===== src/rtl/arbiter_3_way_rr_if.sv =====
// Handshake bundle between three requesters and the round-robin arbiter.
// master = requester side, slave = arbiter side.
interface arbiter_3_way_rr_if;
    logic [2:0] req;
    logic       done;
    logic [2:0] grant;
    logic [1:0] grant_idx;
    logic       busy;
    logic       any_req;
    logic       timeout;

    modport master (
        output req, done,
        input  grant, grant_idx, busy, any_req, timeout
    );

    modport slave (
        input  req, done,
        output grant, grant_idx, busy, any_req, timeout
    );
endinterface


===== src/rtl/arbiter_3_way_rr.sv =====
// Three-way round-robin arbiter with hold limit and one-cycle turnaround.
// Grants are registered one-hot; priority rotates past the last owner.
module arbiter_3_way_rr #(
    parameter int unsigned HOLD_LIMIT = 16
) (
    input  logic               clk,
    input  logic               rst_n,
    arbiter_3_way_rr_if.slave  bus
);

    typedef enum logic [1:0] {
        IDLE  = 2'd0,
        GRANT = 2'd1,
        TURN  = 2'd2
    } state_t;

    state_t     r_state;
    logic [2:0] r_grant;
    logic [1:0] r_idx;
    logic       r_busy;
    logic       r_timeout;
    logic [1:0] r_ptr;
    logic [7:0] r_cnt;

    state_t     w_state_nxt;
    logic [2:0] w_grant_nxt;
    logic [1:0] w_idx_nxt;
    logic       w_busy_nxt;
    logic       w_timeout_nxt;
    logic [1:0] w_ptr_nxt;
    logic [7:0] w_cnt_nxt;

    logic       w_any;
    logic [1:0] w_win;
    logic       w_own_req;
    logic       w_at_limit;
    logic [1:0] w_ptr_adv;

    assign w_any       = |bus.req;
    assign bus.any_req = w_any;

    assign w_own_req  = bus.req[r_idx];
    assign w_at_limit = (r_cnt == 8'(HOLD_LIMIT));
    assign w_ptr_adv  = (r_idx == 2'd2) ? 2'd0 : r_idx + 2'd1;

    // Winner: first set request searching ptr, ptr+1, ptr+2 (mod 3).
    always_comb begin
        w_win = 2'd0;
        unique case (r_ptr)
            2'd0: w_win = bus.req[0] ? 2'd0 :
                          bus.req[1] ? 2'd1 : 2'd2;
            2'd1: w_win = bus.req[1] ? 2'd1 :
                          bus.req[2] ? 2'd2 : 2'd0;
            2'd2: w_win = bus.req[2] ? 2'd2 :
                          bus.req[0] ? 2'd0 : 2'd1;
            default: w_win = 2'd0;
        endcase
    end

    // Next-state and registered-output computation.
    always_comb begin
        w_state_nxt   = r_state;
        w_grant_nxt   = r_grant;
        w_idx_nxt     = r_idx;
        w_busy_nxt    = r_busy;
        w_timeout_nxt = 1'b0;
        w_ptr_nxt     = r_ptr;
        w_cnt_nxt     = r_cnt;
        unique case (r_state)
            IDLE: begin
                if (w_any) begin
                    w_grant_nxt = 3'b001 << w_win;
                    w_idx_nxt   = w_win;
                    w_busy_nxt  = 1'b1;
                    w_cnt_nxt   = 8'd1;
                    w_state_nxt = GRANT;
                end
            end
            GRANT: begin
                if (bus.done || !w_own_req || w_at_limit) begin
                    // Timeout only when neither done nor withdrawal caused it.
                    w_timeout_nxt = !bus.done && w_own_req;
                    w_grant_nxt   = 3'b000;
                    w_idx_nxt     = 2'd0;
                    w_busy_nxt    = 1'b0;
                    w_ptr_nxt     = w_ptr_adv;
                    w_cnt_nxt     = 8'd0;
                    w_state_nxt   = TURN;
                end else begin
                    w_cnt_nxt = r_cnt + 8'd1;
                end
            end
            TURN: begin
                w_state_nxt = IDLE;
            end
            default: begin
                w_state_nxt = IDLE;
                w_grant_nxt = 3'b000;
                w_idx_nxt   = 2'd0;
                w_busy_nxt  = 1'b0;
                w_cnt_nxt   = 8'd0;
            end
        endcase
    end

    // State and output registers.
    always_ff @(posedge clk or negedge rst_n) begin
        if (!rst_n) begin
            r_state   <= IDLE;
            r_grant   <= 3'b000;
            r_idx     <= 2'd0;
            r_busy    <= 1'b0;
            r_timeout <= 1'b0;
            r_ptr     <= 2'd0;
            r_cnt     <= 8'd0;
        end else begin
            r_state   <= w_state_nxt;
            r_grant   <= w_grant_nxt;
            r_idx     <= w_idx_nxt;
            r_busy    <= w_busy_nxt;
            r_timeout <= w_timeout_nxt;
            r_ptr     <= w_ptr_nxt;
            r_cnt     <= w_cnt_nxt;
        end
    end

    assign bus.grant     = r_grant;
    assign bus.grant_idx = r_idx;
    assign bus.busy      = r_busy;
    assign bus.timeout   = r_timeout;

endmodule


===== src/flat_wrapper.sv =====
// flat-port wrapper written by rule: the top's interface ports become plain ports
module arbiter_3_way_rr_flat 
#(
    parameter int unsigned HOLD_LIMIT = 16
)
  (clk, rst_n, bus_req, bus_done, bus_grant, bus_grant_idx, bus_busy, bus_any_req, bus_timeout);
  arbiter_3_way_rr_if bus_i ();
  input  logic clk;
  input  logic rst_n;
  input wire logic [$bits(bus_i.req)-1:0] bus_req;
  input wire logic [$bits(bus_i.done)-1:0] bus_done;
  output wire logic [$bits(bus_i.grant)-1:0] bus_grant;
  output wire logic [$bits(bus_i.grant_idx)-1:0] bus_grant_idx;
  output wire logic [$bits(bus_i.busy)-1:0] bus_busy;
  output wire logic [$bits(bus_i.any_req)-1:0] bus_any_req;
  output wire logic [$bits(bus_i.timeout)-1:0] bus_timeout;
  assign bus_i.req = bus_req;
  assign bus_i.done = bus_done;
  assign bus_grant = bus_i.grant;
  assign bus_grant_idx = bus_i.grant_idx;
  assign bus_busy = bus_i.busy;
  assign bus_any_req = bus_i.any_req;
  assign bus_timeout = bus_i.timeout;
  arbiter_3_way_rr #(.HOLD_LIMIT(HOLD_LIMIT)) u_core (.clk(clk), .rst_n(rst_n), .bus(bus_i));
endmodule

===== config.mk =====
export PLATFORM = sky130hd
export DESIGN_NAME = arbiter_3_way_rr_flat
export DESIGN_NICKNAME = d
export VERILOG_FILES = /design/src/rtl/arbiter_3_way_rr_if.sv /design/src/rtl/arbiter_3_way_rr.sv /design/src/flat_wrapper.sv
export SDC_FILE = /design/constraint.sdc
export NUM_CORES = 1
export LEC_CHECK = 0
export ABC_AREA = 1
export CORE_AREA = 4 4 53 55
export DETAILED_ROUTE_END_ITERATION = 7
export DIE_AREA = 0 0 57 59
export PLACE_DENSITY = 0.82
export SLEW_MARGIN = 20
export SYNTH_ARGS = -nofsm -noshare
export SYNTH_HDL_FRONTEND = slang
export SYNTH_SLANG_ARGS = --single-unit
export TNS_END_PERCENT = 100

===== constraint.sdc =====
create_clock -name clk -period 1.5 [get_ports clk]
set_clock_uncertainty 0.15 [all_clocks]
set_input_delay 0.15 -clock clk [delete_from_list [all_inputs] [get_ports clk]]
set_output_delay 0.15 -clock clk [all_outputs]
set_load 0.1 [all_outputs]

# == Yosys cells after proc, flatten, opt, wreduce, memory -nomap -nowiden ==
# Cells that the tools add are included.
# word_totals
reg_bits,19
input_bits,6
out_inout_bits,8
wordCells,59
# classes
add_sub_neg,2
order_cmp,1
n_eq_ne,8
shift,1
n_mux,27
bitwise,1
n_reduce_logical,12
# ops
cell,count
$pmux W8 S3,1
$mux W2,10
$mux W8,2
$pmux W2 S3,2
$pmux W3 S3,1
$add A8 B1 Y8 const B,1
$eq A8 B5 Y1 const B,1
$eq A2 B2 Y1 const B,3
$mux W1,6
$mux W3,2
$reduce_and A2 Y1,3
$eq A2 B1 Y1 const B,2
$logic_not A2 Y1,2
$pmux W2 S2,1
$lt A2 B3 Y1 const B,1
$pmux W1 S3,1
$reduce_and A3 Y1,1
$reduce_or A3 Y1,1
$shl A1 B2 Y3 const A,1
$add A2 B1 Y2 const B,1
$bmux W1 S2,1
$logic_not A1 Y1,2
$logic_or A1 B1 Y1,2
$ne A2 B1 Y1 const B,1
other kinds (3),3

# == Depth between registers and ports, before layout ==
# Gate-level depths: netlist (run 1).
# logic_depth
depth_word,7
depth_mapped,9
ltp_nobuf,9

# == Least setup slack after synthesis (run 1) ==
# Ideal clock, no wire load.
# synth_path
path_type,reg2reg
from,"register u_core.r_idx[1], in the netlist u_core.bus.grant_idx[1]"
to,"register u_core.r_idx[0], in the netlist u_core.bus.grant_idx[0]"
setup_time_ns,0.067
arrival_ns,1.726
required_ns,1.283
setup_slack_ns,-0.443
path_stages_with_launch,9
path_buffers,0
period_less_slack_ns,1.943
cell_sequence,dfrtp_1 -> inv_1 -> nand2_1 -> nand3_1 -> nand2_2 -> nand4_4 -> nand2_4 -> nand2_1 -> nand2_1
# synth_between
elab_chain_len,7
# synth_rtl
item,line_no,source
"start, declared",arbiter_3_way_rr.sv:19,logic [1:0] r_idx;
"start signal, assigned",arbiter_3_way_rr.sv:119,r_idx <= w_idx_nxt;
$bmux W1 S2,arbiter_3_way_rr.sv:42,assign w_own_req = bus.req[r_idx];
$mux W1 (implied by the code),arbiter_3_way_rr.sv:42,
$logic_not A1 Y1,arbiter_3_way_rr.sv:80,if (bus.done || !w_own_req || w_at_limit) begin
$logic_or A1 B1 Y1 (2 in series),arbiter_3_way_rr.sv:80,
$ne A2 B1 Y1 (no line),--,
$reduce_and A3 Y1 (no line),--,
# No other way between the ends. The select of a mux whose other input is x is not followed.
# A chain may end at the register's enable or synchronous reset.

# == Worst setup path after layout (run 1) ==
# layout_path
from,register u_core.r_cnt[1]
to,"register u_core.r_idx[1], in the netlist u_core.bus.grant_idx[1]"
# layout_between
elab_chain_len,4
# layout_rtl
item,line_no,source
"start, declared",arbiter_3_way_rr.sv:23,logic [7:0] r_cnt;
"start signal, assigned",arbiter_3_way_rr.sv:123,r_cnt <= w_cnt_nxt;
$eq A8 B5 Y1,arbiter_3_way_rr.sv:43,assign w_at_limit = (r_cnt == 8'(HOLD_LIMIT));
$logic_or A1 B1 Y1,arbiter_3_way_rr.sv:80,
$ne A2 B1 Y1 (no line),--,
$reduce_and A3 Y1 (no line),--,
# No other way between the ends.

==> results of run 1 <==
==> layout make-up <==
cell class,count,area (um2),share of cell area (%)
Inverter,23,91.3,5.69
Clock buffer,3,22.5,1.40
Multi-Input combinational cell,98,624,38.9
Clock inverter,1,5.00,0.312
Tap cell,30,37.5,2.34
Timing Repair Buffer,30,340,21.2
Sequential cell,19,483,30.1
==> layout by cell type (no fill, tap or decap), types with 5 or more instances in the layout <==
cell / instances
sky130_fd_sc_hd__buf_12: 8
sky130_fd_sc_hd__buf_4: 17
sky130_fd_sc_hd__dfrtp_1: 17
sky130_fd_sc_hd__inv_1: 16
sky130_fd_sc_hd__inv_2: 5
sky130_fd_sc_hd__nand2_1: 35
sky130_fd_sc_hd__nand2_2: 14
sky130_fd_sc_hd__nand3_1: 8
sky130_fd_sc_hd__nor2_1: 5
sky130_fd_sc_hd__nor2_2: 7
==> logic make-up after synthesis <==
family                   after synthesis  share of synthesized area, %
AND/OR/NAND/NOR                       86                          39.9
buffers and inverters                 23                          8.14
flip-flops                            19                          43.6
AO/OA/AOI/OAI                          7                          3.67
XOR/XNOR                               3                          2.41
adder cells (fa/ha/maj)                2                          2.29
==> state kept, by name (all words and copies together), names as in the netlist <==
| name | count |
|---|---|
| u_core.r_ptr | 2 |
| u_core.r_state | 2 |
| u_core.bus.grant_idx | 2 |
| u_core.bus.grant | 3 |
| u_core.bus.busy | 1 |
| u_core.r_cnt | 8 |
| u_core.bus.timeout | 1 |
==> routing by layer <==
metal	vias up	share of wire, %
met2	34	57
met4	0	2.0
met3	8	3.8
li1	502	-
met5	-	0
met1	507	37
==> per-stage QoR <==
| stage | TNS, ns | cell area (um2) | util [%] | hold WS (ns) | total power, mW |
|---|---|---|---|---|---|
| after global placement | -0.938 | 1410 | 58.9 | 0.345 | 2.53 |
| after detailed placement | -2.25 | 1410 | 58.9 | 0.350 | 2.59 |
| final | -0.554 | 1600 | 67.2 | 0.0301 | 3.16 |
| after global routing | -1.96 | 1600 | 67.2 | 0.0345 | 3.34 |
| after CTS | -0.0510 | 1460 | 61.1 | 0.0333 | 2.89 |
| after floorplan | 0 | 1100 | - | -0.296 | 1.97 |
==> where the power goes <==
| group | switching (mW) | total [mW] | internal, mW |
|---|---|---|---|
| Combinational | 1.29 | 2.03 | 0.749 |
| Clock | 0.167 | 0.266 | 0.0994 |
| Sequential | 0.190 | 0.864 | 0.674 |
==> worst max path at each step <==
stage	slack, ns	depth (start not counted)	endpoint	startpoint
floorplan	0.03	7	u_core.bus.busy	u_core.bus.grant_idx[1]
finish	-0.08	9	u_core.bus.grant_idx[1]	u_core.r_cnt[1]
global route	-0.19	9	u_core.bus.grant_idx[1]	u_core.r_cnt[1]
CTS	-0.02	9	u_core.bus.grant[2]	u_core.r_cnt[1]
detailed placement	-0.17	9	u_core.r_cnt[4]	bus_req[0]
global placement	-0.1	9	u_core.r_cnt[4]	bus_req[0]
==> worst reg2reg max path, delay by kind of cell (launching register included) <==
kind	cells	cell delay, ns
and+or+nand+nor	7	0.65
DFF	1	0.43
adders and majority gates	1	0.14
buffers and inverters	1	0.10
==> what timing repair did <==
| action | in CTS | in global routing |
|---|---|---|
| resized for setup | 3 | 31 |
| buffers inserted | 2 | 7 |
| endpoints found under the setup margin | 13 | 20 |
| pin swaps | 3 | 9 |
| endpoints found under the hold margin | 0 | 0 |
==> metrics.txt, run 1 <==
routed length per instance=14.5 um; Yosys warning count=0; EDFF count, synth=0; met2 track utilization from global routing=31.0%; max-cap violations=0; worst vdd ir=0.00184 V; Placed Instances=191; pin count of the biggest net entering global routing=20; clock tree sinks=19; classification of the worst setup path=flop to flop; final instance count without filler cells=204; average size of a mapped cell=7.79 um2; setup repair after global routing missed its margin=true; ratio of routed vias to standard cells=5.15; Die Wd=57 um; maximum cell stage delay along the critical path=0.43 ns; worst setup slack for register-to-register paths=-0.08 ns; final critical-path required period=1.58 ns; outcome=complete, but fails checks; total nets after synthesis=148; clock transition time at the flip-flop clock pins of the worst setup and hold paths=0.11 ns; worst path cell trace=inv_2 > ha_4 > nand2_2 > nor2_2 > nand2_2 > nand4_4 > nand2_4 > nand2_1 > nand2_1; Total Routed Length=2950 um; cell with the largest stage delay on the worst path=sky130_fd_sc_hd__dfrtp_1; category of the worst setup path launch point=flop; vias in the first global route=1,063; worst slew pin tran=0.265 ns; violations in the final reports=setup timing; ratio of cells with drive above 1 in the final layout=42.5%; Synth top area share=43.6%; half-perimeter wire length after detailed placement=1930 um; summed instance area of the synthesized netlist=1090 um2; DRC marker count from the first detailed-route iteration=50; root buffer cell=sky130_fd_sc_hd__clkbuf_4; cell taking the most area after synthesis=sky130_fd_sc_hd__dfrtp_1; worst flop-to-flop path startpoint=u_core.r_cnt[1]; DR vias=1,051; Max FO, Critical Path=7; Cell variety after synth=25; min setup slack post-route=-0.0768 ns; # diodes=0; number of detailed-route iterations in the first pass=4; Tcrit/Tclk final=105%; CP Data Required Time=1.54 ns; Fill cells=194; synthesized instance count=140; capture instance of the worst register-to-register path=u_core.bus.grant_idx[1]; Fmax=0.634 GHz; area of the core=2390 um2; cell leakage power=0.771 nW; prevailing post-synth register cell=sky130_fd_sc_hd__dfrtp_1; residual antenna-violating net count after detailed routing=0; Final Setup Violations=11; sequential-to-total area share from yosys stat=43.6%; number of synthesized register bits=19; Die H=59 um; remaining global-route overflow=0; Placer Congestion=0.842; Max Buffers Root-to-Sink=2; buffering stage count on the worst path with inverters included=1; DRC=0; effective utilization at floorplan=45.7%; class of the worst hold path=input pin to asynchronous set/reset pin; power per standard cell area=1970 nW/um2; post-cts hold buffer count=0; cell family contributing the most delay on the critical path=simple AND/OR/NAND/NOR gates; top-level I/O count=14; worst slew margin relative to its limit=82.2%; net count reported at finish=183; synth cell count leaders=43 x sky130_fd_sc_hd__nand2_1, 20 x sky130_fd_sc_hd__inv_1, 19 x sky130_fd_sc_hd__dfrtp_1; most used routing layer in global routing=met2; number of H-tree levels=1; number of max-slew violations in the final report=0; overall routing resource usage=17.1%; worst skew pair latency=0.30 ns; Async SR Flop Fraction=100%; Crit. End Element=flop; final hold vios=0; worst slack at placement=-0.168 ns; count of buffers inserted at the top-level ports=13; clock tree from TritonCTS=done; length in cells of the worst reg-to-reg path=9; most area-consuming cells after synthesis=sky130_fd_sc_hd__dfrtp_1 44%, sky130_fd_sc_hd__nand2_1 15%, sky130_fd_sc_hd__inv_1 6.9%; initial antenna violation count=0; most used standard cell by instance count after synthesis=sky130_fd_sc_hd__nand2_1; placement row count=18; Area growth, synth to finish=47.0%; Worst EP arrival=1.62 ns; met1 track utilization from global routing=19.4%; first-pass GRT wire length=4500 um; CTS buffer count=3; overall die area=3360 um2; met3 Track Usage GR=3.05%
No activity file was read; power rests on OpenSTA's default activity.
==> inputs of run 2 (changes only) <==
--- a/config.mk
+++ b/config.mk
@@ -9,6 +9,7 @@
 export CORE_AREA = 4 4 53 55
 export DETAILED_ROUTE_END_ITERATION = 7
 export DIE_AREA = 0 0 57 59
+export MAX_ROUTING_LAYER = met4
 export PLACE_DENSITY = 0.82
 export SLEW_MARGIN = 20
 export SYNTH_ARGS = -nofsm -noshare
==> constraint.sdc (replaced) <==
create_clock -name clk -period 1.4 [get_ports clk]
set_clock_uncertainty 0.15 [all_clocks]
set_input_delay 0.14 -clock clk [delete_from_list [all_inputs] [get_ports clk]]
set_output_delay 0.14 -clock clk [all_outputs]
set_load 0.1 [all_outputs]
==> run 2 against run 1 <==
  * The flow still finishes with violations (setup timing)
  * Wire length decreased by 8.6%
  * Clock-buffer cell count unchanged
  * Largest cell class unchanged
  * Worst hold slack got worse by 0.028 ns
==> metrics.txt, run 2 (synthesis results as in run 1) <==
Fmax=0.665 GHz (+4.9%); Die H=59 um (unchanged); ratio of cells with drive above 1 in the final layout=40.8% (-1.7 points); residual antenna-violating net count after detailed routing=0 (unchanged); final instance count without filler cells=204 (unchanged); DRC=0 (unchanged); Max Buffers Root-to-Sink=2 (unchanged); violations in the final reports=setup timing; number of detailed-route iterations in the first pass=4 (unchanged); clock tree from TritonCTS=done; cell with the largest stage delay on the worst path=sky130_fd_sc_hd__dfrtp_1; max-cap violations=0 (unchanged); # diodes=0 (unchanged); effective utilization at floorplan=45.7% (unchanged); Die Wd=57 um (unchanged); capture instance of the worst register-to-register path=u_core.r_cnt[3]; remaining global-route overflow=0 (unchanged); Cell Area, Placed=1440 um2 (+2.1%); timing startpoint of the critical path=u_core.r_cnt[1]; worst setup slack for register-to-register paths=-0.10 ns (-0.03 ns); category of the worst setup path launch point=flop; clock tree sinks=19 (unchanged); maximum cell stage delay along the critical path=0.43 ns (about the same); worst path cell trace=inv_2 > ha_4 > nand2_4 > nor2_4 > nand2_4 > nand4_4 > nand2_8 > inv_6 > nor2_2; top-level I/O count=14 (unchanged); clock transition time at the flip-flop clock pins of the worst setup and hold paths=0.12 ns (about the same); classification of the worst setup path=flop to flop; DR vias=1,023 (-2.7%); pin count of the biggest net entering global routing=20 (unchanged); setup repair after global routing missed its margin=true; post-cts hold buffer count=0 (unchanged); DRC marker count from the first detailed-route iteration=36 (-28%); length in cells of the worst reg-to-reg path=9 (unchanged); initial antenna violation count=0 (unchanged); Largest register FFs=8 (unchanged); number of H-tree levels=1 (unchanged); combined flip-flop and latch cell area=483 um2 (unchanged); placement row count=18 (unchanged); design area=1620 um2 (+1.0%); area of the core=2390 um2 (unchanged); CP Data Required Time=1.45 ns (-0.09 ns); final critical-path required period=1.50 ns (-0.0738 ns); worst skew pair latency=0.30 ns (about the same); most used cell, CP=sky130_fd_sc_hd__nand2_4; vias in the first global route=1,088 (+2.4%); Placed Instances=195 (+2.1%); most common cell after layout, fill and taps aside=sky130_fd_sc_hd__nand2_1; Total Routed Length=2700 um (-8.6%); half-perimeter wire length after detailed placement=1880 um (-2.5%); Fill cells=190 (-2.1%); final hold vios=0 (unchanged); count of buffers inserted at the top-level ports=13 (unchanged); net count reported at finish=183 (unchanged); outcome=complete, but fails checks; Worst EP arrival=1.55 ns (-0.07 ns); number of max-slew violations in the final report=0 (unchanged); end-of-flow core utilization=67.9% (+0.68 points); Max FO, Critical Path=7 (unchanged); commonest non-fill, non-tap cells in the layout=36 x sky130_fd_sc_hd__nand2_1, 17 x sky130_fd_sc_hd__dfrtp_1, 16 x sky130_fd_sc_hd__inv_1; Tcrit/Tclk final=107% (+2.2 points); cell leakage power=0.781 nW (+1.2%); worst slew margin relative to its limit=81.1% (-1.0 points); power per standard cell area=2090 nW/um2 (+5.8%); worst slew pin tran=0.281 ns (+0.0157 ns); root buffer cell=sky130_fd_sc_hd__clkbuf_4; end point of the critical path=u_core.r_cnt[3]; class of the worst hold path=input pin to asynchronous set/reset pin; Crit. End Element=flop; worst flop-to-flop path startpoint=u_core.r_cnt[1]; overall routing resource usage=17.9% (+0.80 points); worst vdd ir=0.00229 V (+24%); register with the most flip-flops=u_core.r_cnt; Area growth, synth to finish=48.5%; min setup slack post-route=-0.103 ns (-0.0262 ns); ratio of routed vias to standard cells=5.01 (-2.7%); Final Setup Violations=17 (+6); area of combinational cells with multiple inputs=632 um2 (+1.2%); Placer Congestion=0.835 (-0.80%); CTS buffer count=3 (unchanged); first-pass GRT wire length=4640 um (+3.2%); overall die area=3360 um2 (unchanged); routed length per instance=13.2 um (-8.6%)
-- run 2: changes by cell type in the layout (fill, tap and decap cells not counted), sizes merged --
| cell | previous run | this run |
|---|---|---|
| clkdlybuf4s50 | 4 | 3 |
| dlygate4sd2 | 0 | 1 |
-- run 2: routing by layer --
metal  up-vias  global-route usage [%]  wire length [um]
met5         -                       -                 0
met4         0                    7.62                98
met3        13                    2.18                92
met2        27                    31.6              1470
met1       477                    20.6              1040
li1        506                       -                 -
-- run 2: worst min-delay path by stage --
stage | start | endpoint | slack (ns) | cells after the start
after floorplan | rst_n | u_core.bus.busy | -0.31 | 0
after global placement | u_core.r_cnt[7] | u_core.r_cnt[7] | 0.34 | 2
after detailed placement | rst_n | u_core.r_cnt[6] | 0.34 | 2
after CTS | rst_n | u_core.r_cnt[7] | 0.000009 | 2
after global routing | rst_n | u_core.r_cnt[6] | 0.03 | 2
final | rst_n | u_core.r_cnt[3] | 0.002 | 2
-- run 2: power by group --
group	internal [mW]	leakage, nW	total (mW)	switching, mW
Sequential	0.722	0.249	0.908	0.186
Combinational	0.820	0.514	2.19	1.37
Clock	0.107	0.0177	0.289	0.182
Total	1.65	0.781	3.38	1.73
-- run 2: what timing repair did --
item | in CTS | in global routing
gates resized for setup | 16 | 20
pin swaps | 8 | 7
buffers inserted | 3 | 2
endpoints found under the setup margin | 22 | 22
-- run 2: metrics by stage --
stage	setup TNS, ns	worst slack (ns)	hold WS (ns)	total power [mW]
after floorplan	-0.795	-0.0713	-0.306	2.12
after global placement	-2.71	-0.200	0.341	2.77
after detailed placement	-3.14	-0.222	0.345	2.83
after CTS	-1.11	-0.0895	0.00000944	3.23
after global routing	-2.76	-0.170	0.0279	3.59
final	-1.34	-0.103	0.00220	3.38
-- run 2: worst max-delay path, delay by kind of cell (launching register included) --
family        cells  cell delay (ns)
buf+inv           2             0.18
flops             1             0.43
fa+ha+maj         1             0.15
simple gates      6             0.49
-- run 2: area by class of cell --
class / count / share of cell area (%)
sequential: 19 / 29.8
timing repair buffer: 30 / 21.4
multi-input combinational: 98 / 39.0
clock inverter: 1 / 0.309
tap: 30 / 2.32
clock buffer: 3 / 1.39
inverter: 23 / 5.79
==> inputs of run 3 (changes only) <==
--- a/config.mk
+++ b/config.mk
@@ -6,9 +6,9 @@
 export NUM_CORES = 1
 export LEC_CHECK = 0
 export ABC_AREA = 1
-export CORE_AREA = 4 4 53 55
+export CORE_AREA = 2 2 51 53
 export DETAILED_ROUTE_END_ITERATION = 7
-export DIE_AREA = 0 0 57 59
+export DIE_AREA = 0 0 53 55
 export MAX_ROUTING_LAYER = met4
 export PLACE_DENSITY = 0.82
 export SLEW_MARGIN = 20
==> run 3 against run 2 <==
  * The run still ends with setup timing left
  * Utilization is 0.36 points lower
  * Fmax is 0.27% higher
  * Setup slack better by 0.0040 ns
  * Worst hold slack better by 0.021 ns
  * Critical endpoint is now u_core.r_cnt[5]
==> metrics.txt, run 3 (synthesis results as in run 1) <==
DRC=0 (unchanged); Die H=55 um (-6.8%); Tcrit/Tclk final=107% (-0.29 points); worst skew pair latency=0.29 ns (about the same); placement row count=18 (unchanged); min setup slack post-route=-0.0991 ns (+0.00399 ns); Sequential Power Share=27.4% (+0.6 points); first-pass GRT wire length=4330 um (-6.7%); initial antenna violation count=0 (unchanged); part of the power in combinational logic=64.1% (-0.5 points); most common cell after layout, fill and taps aside=sky130_fd_sc_hd__nand2_1; Max FO, Critical Path=7 (unchanged); remaining global-route overflow=0 (unchanged); Cell Int Power=1.61 mW (-2.2%); final critical-path required period=1.50 ns (-0.00399 ns); # diodes=0 (unchanged); overall routing resource usage=21.1% (+3.2 points); net count reported at finish=184 (+0.55%); Placer Congestion=0.806 (-3.5%); number of H-tree levels=1 (unchanged); worst slew pin tran=0.248 ns (-0.0330 ns); cell leakage power=0.777 nW (-0.51%); vias in the first global route=1,051 (-3.4%); pin count of the biggest net entering global routing=20 (unchanged); setup repair after global routing missed its margin=true; final hold vios=0 (unchanged); Crit. End Element=flop; worst slew margin relative to its limit=83.5% (+2.3 points); worst vdd ir=0.00189 V (-18%); violations in the final reports=setup timing; Total Routed Length=2860 um (+5.9%); worst flop-to-flop path startpoint=u_core.r_cnt[1]; area of the core=2360 um2 (-0.94%); Area growth, synth to finish=46.3%; total net switching power=1.72 mW (-0.83%); number of detailed-route iterations in the first pass=4 (unchanged); DR vias=1,028 (+0.49%); DRC marker count from the first detailed-route iteration=21 (-42%); ratio of routed vias to standard cells=5.01 (about the same); number of max-slew violations in the final report=0 (unchanged); Fmax=0.667 GHz (+0.27%); power per standard cell area=2090 nW/um2 (about the same); final instance count without filler cells=205 (+0.49%); Largest register FFs=8 (unchanged); category of the worst setup path launch point=flop; clock tree from TritonCTS=done; length in cells of the worst reg-to-reg path=9 (unchanged); max-cap violations=0 (unchanged); Placed Instances=195 (unchanged); clock tree sinks=19 (unchanged); worst setup slack for register-to-register paths=-0.1 ns (about the same); CTS buffer count=3 (unchanged); count of buffers inserted at the top-level ports=13 (unchanged); classification of the worst setup path=flop to flop; routed length per instance=13.9 um (+5.4%); residual antenna-violating net count after detailed routing=0 (unchanged); Sw Share=51.6% (+0.36 points); commonest non-fill, non-tap cells in the layout=38 x sky130_fd_sc_hd__nand2_1, 17 x sky130_fd_sc_hd__dfrtp_1, 16 x sky130_fd_sc_hd__inv_1, 16 x sky130_fd_sc_hd__buf_4, 10 x sky130_fd_sc_hd__nand2_2; register with the most flip-flops=u_core.r_cnt; Die Wd=53 um (-7.0%); Final Setup Violations=15 (-2); ratio of cells with drive above 1 in the final layout=39.4% (-1.4 points); Worst EP arrival=1.54 ns (about the same); class of the worst hold path=input pin to asynchronous set/reset pin; root buffer cell=sky130_fd_sc_hd__clkbuf_4; sum of negative setup slack=-1.05 ns (+0.287 ns); effective utilization at floorplan=46.1% (+0.44 points); Max Buffers Root-to-Sink=2 (unchanged); part of the power in the clock network=8.5% (about the same); outcome=complete, but fails checks; capture instance of the worst register-to-register path=u_core.r_cnt[5]; half-perimeter wire length after detailed placement=1900 um (+0.82%); CP Data Required Time=1.44 ns (about the same); overall die area=2920 um2 (-13%); top-level I/O count=14 (unchanged); Fill cells=186 (-2.1%); post-cts hold buffer count=0 (unchanged); clock transition time at the flip-flop clock pins of the worst setup and hold paths=0.12 ns (about the same)
## run 3: changes by cell type in the layout (fill, tap and decap cells not counted), sizes merged
cell,delta
dlymetal6s2s,-1
dlygate4sd2,+1
buf,+1
## run 3: timing repair
| action | 4_1_cts | 5_1_grt |
|---|---|---|
| gates resized for setup | 16 | 13 |
| endpoints found under the setup margin | 22 | 22 |
| buffers inserted | 2 | 4 |
| cloned | 0 | 0 |
| pin swaps | 10 | 6 |
## run 3: worst max-delay path by stage
stage	startpoint	endpoint	slack (ns)	depth (start not counted)
after floorplan	u_core.bus.grant_idx[1]	u_core.bus.busy	-0.07	8
after global placement	bus_req[0]	u_core.r_cnt[5]	-0.20	9
after detailed placement	bus_req[0]	u_core.r_cnt[3]	-0.26	9
after CTS	u_core.r_cnt[1]	u_core.bus.grant[2]	-0.08	9
after global routing	u_core.r_cnt[1]	u_core.r_cnt[6]	-0.19	9
final	u_core.r_cnt[1]	u_core.r_cnt[5]	-0.1	9
## run 3: per-stage QoR
step	total power [mW]	hold WS [ns]	setup WS, ns	util, %	area (um2)
2_1_floorplan	2.12	-0.306	-0.0713	-	1100
3_3_place_gp	2.77	0.340	-0.196	60.7	1440
3_5_place_dp	2.83	0.343	-0.261	60.7	1440
4_1_cts	3.20	0.0245	-0.0776	64.3	1520
5_1_grt	3.51	0.0394	-0.190	67.5	1600
6_report	3.33	0.0230	-0.0991	67.5	1600
## run 3: metal layers
layer	vias to the layer above	track usage (%)	part of all wire [%]
li1	504	-	-
met1	482	22.2	38
met2	29	39.6	55
met3	13	3.49	2.9
met4	0	8.55	3.6
met5	-	-	0
## run 3: power by group through the flow
stage | sequential [mW] | combinational [mW] | clock (mW)
global placement | 0.888 | 1.88 | 0
CTS | 0.897 | 2.01 | 0.290
global route | 0.927 | 2.27 | 0.311
floorplan | 1.41 | 0.714 | 0
detailed placement | 0.900 | 1.93 | 0
finish | 0.914 | 2.14 | 0.282
## run 3: cell type report
| cell class | instances | area [um2] | share of cell area, % |
|---|---|---|---|
| clock buffer | 3 | 22.5 | 1.41 |
| clock inverter | 1 | 5.00 | 0.313 |
| inverter | 23 | 91.3 | 5.72 |
| multi-input combinational | 98 | 607 | 38.0 |
| sequential | 19 | 483 | 30.3 |
| tap | 30 | 37.5 | 2.35 |
| timing repair buffer | 31 | 350 | 21.9 |
## run 3: worst max-delay path: stages (launching register included)
cell and delay [ns]:
sky130_fd_sc_hd__dfrtp_1 0.43, sky130_fd_sc_hd__inv_2 0.09, sky130_fd_sc_hd__ha_4 0.13, sky130_fd_sc_hd__nand2_2 0.04, sky130_fd_sc_hd__nor2_2 0.09, sky130_fd_sc_hd__nand2_2 0.10, sky130_fd_sc_hd__nand4_4 0.11, sky130_fd_sc_hd__nand2_4 0.11
sky130_fd_sc_hd__inv_4 0.10, sky130_fd_sc_hd__nor2_1 0.04
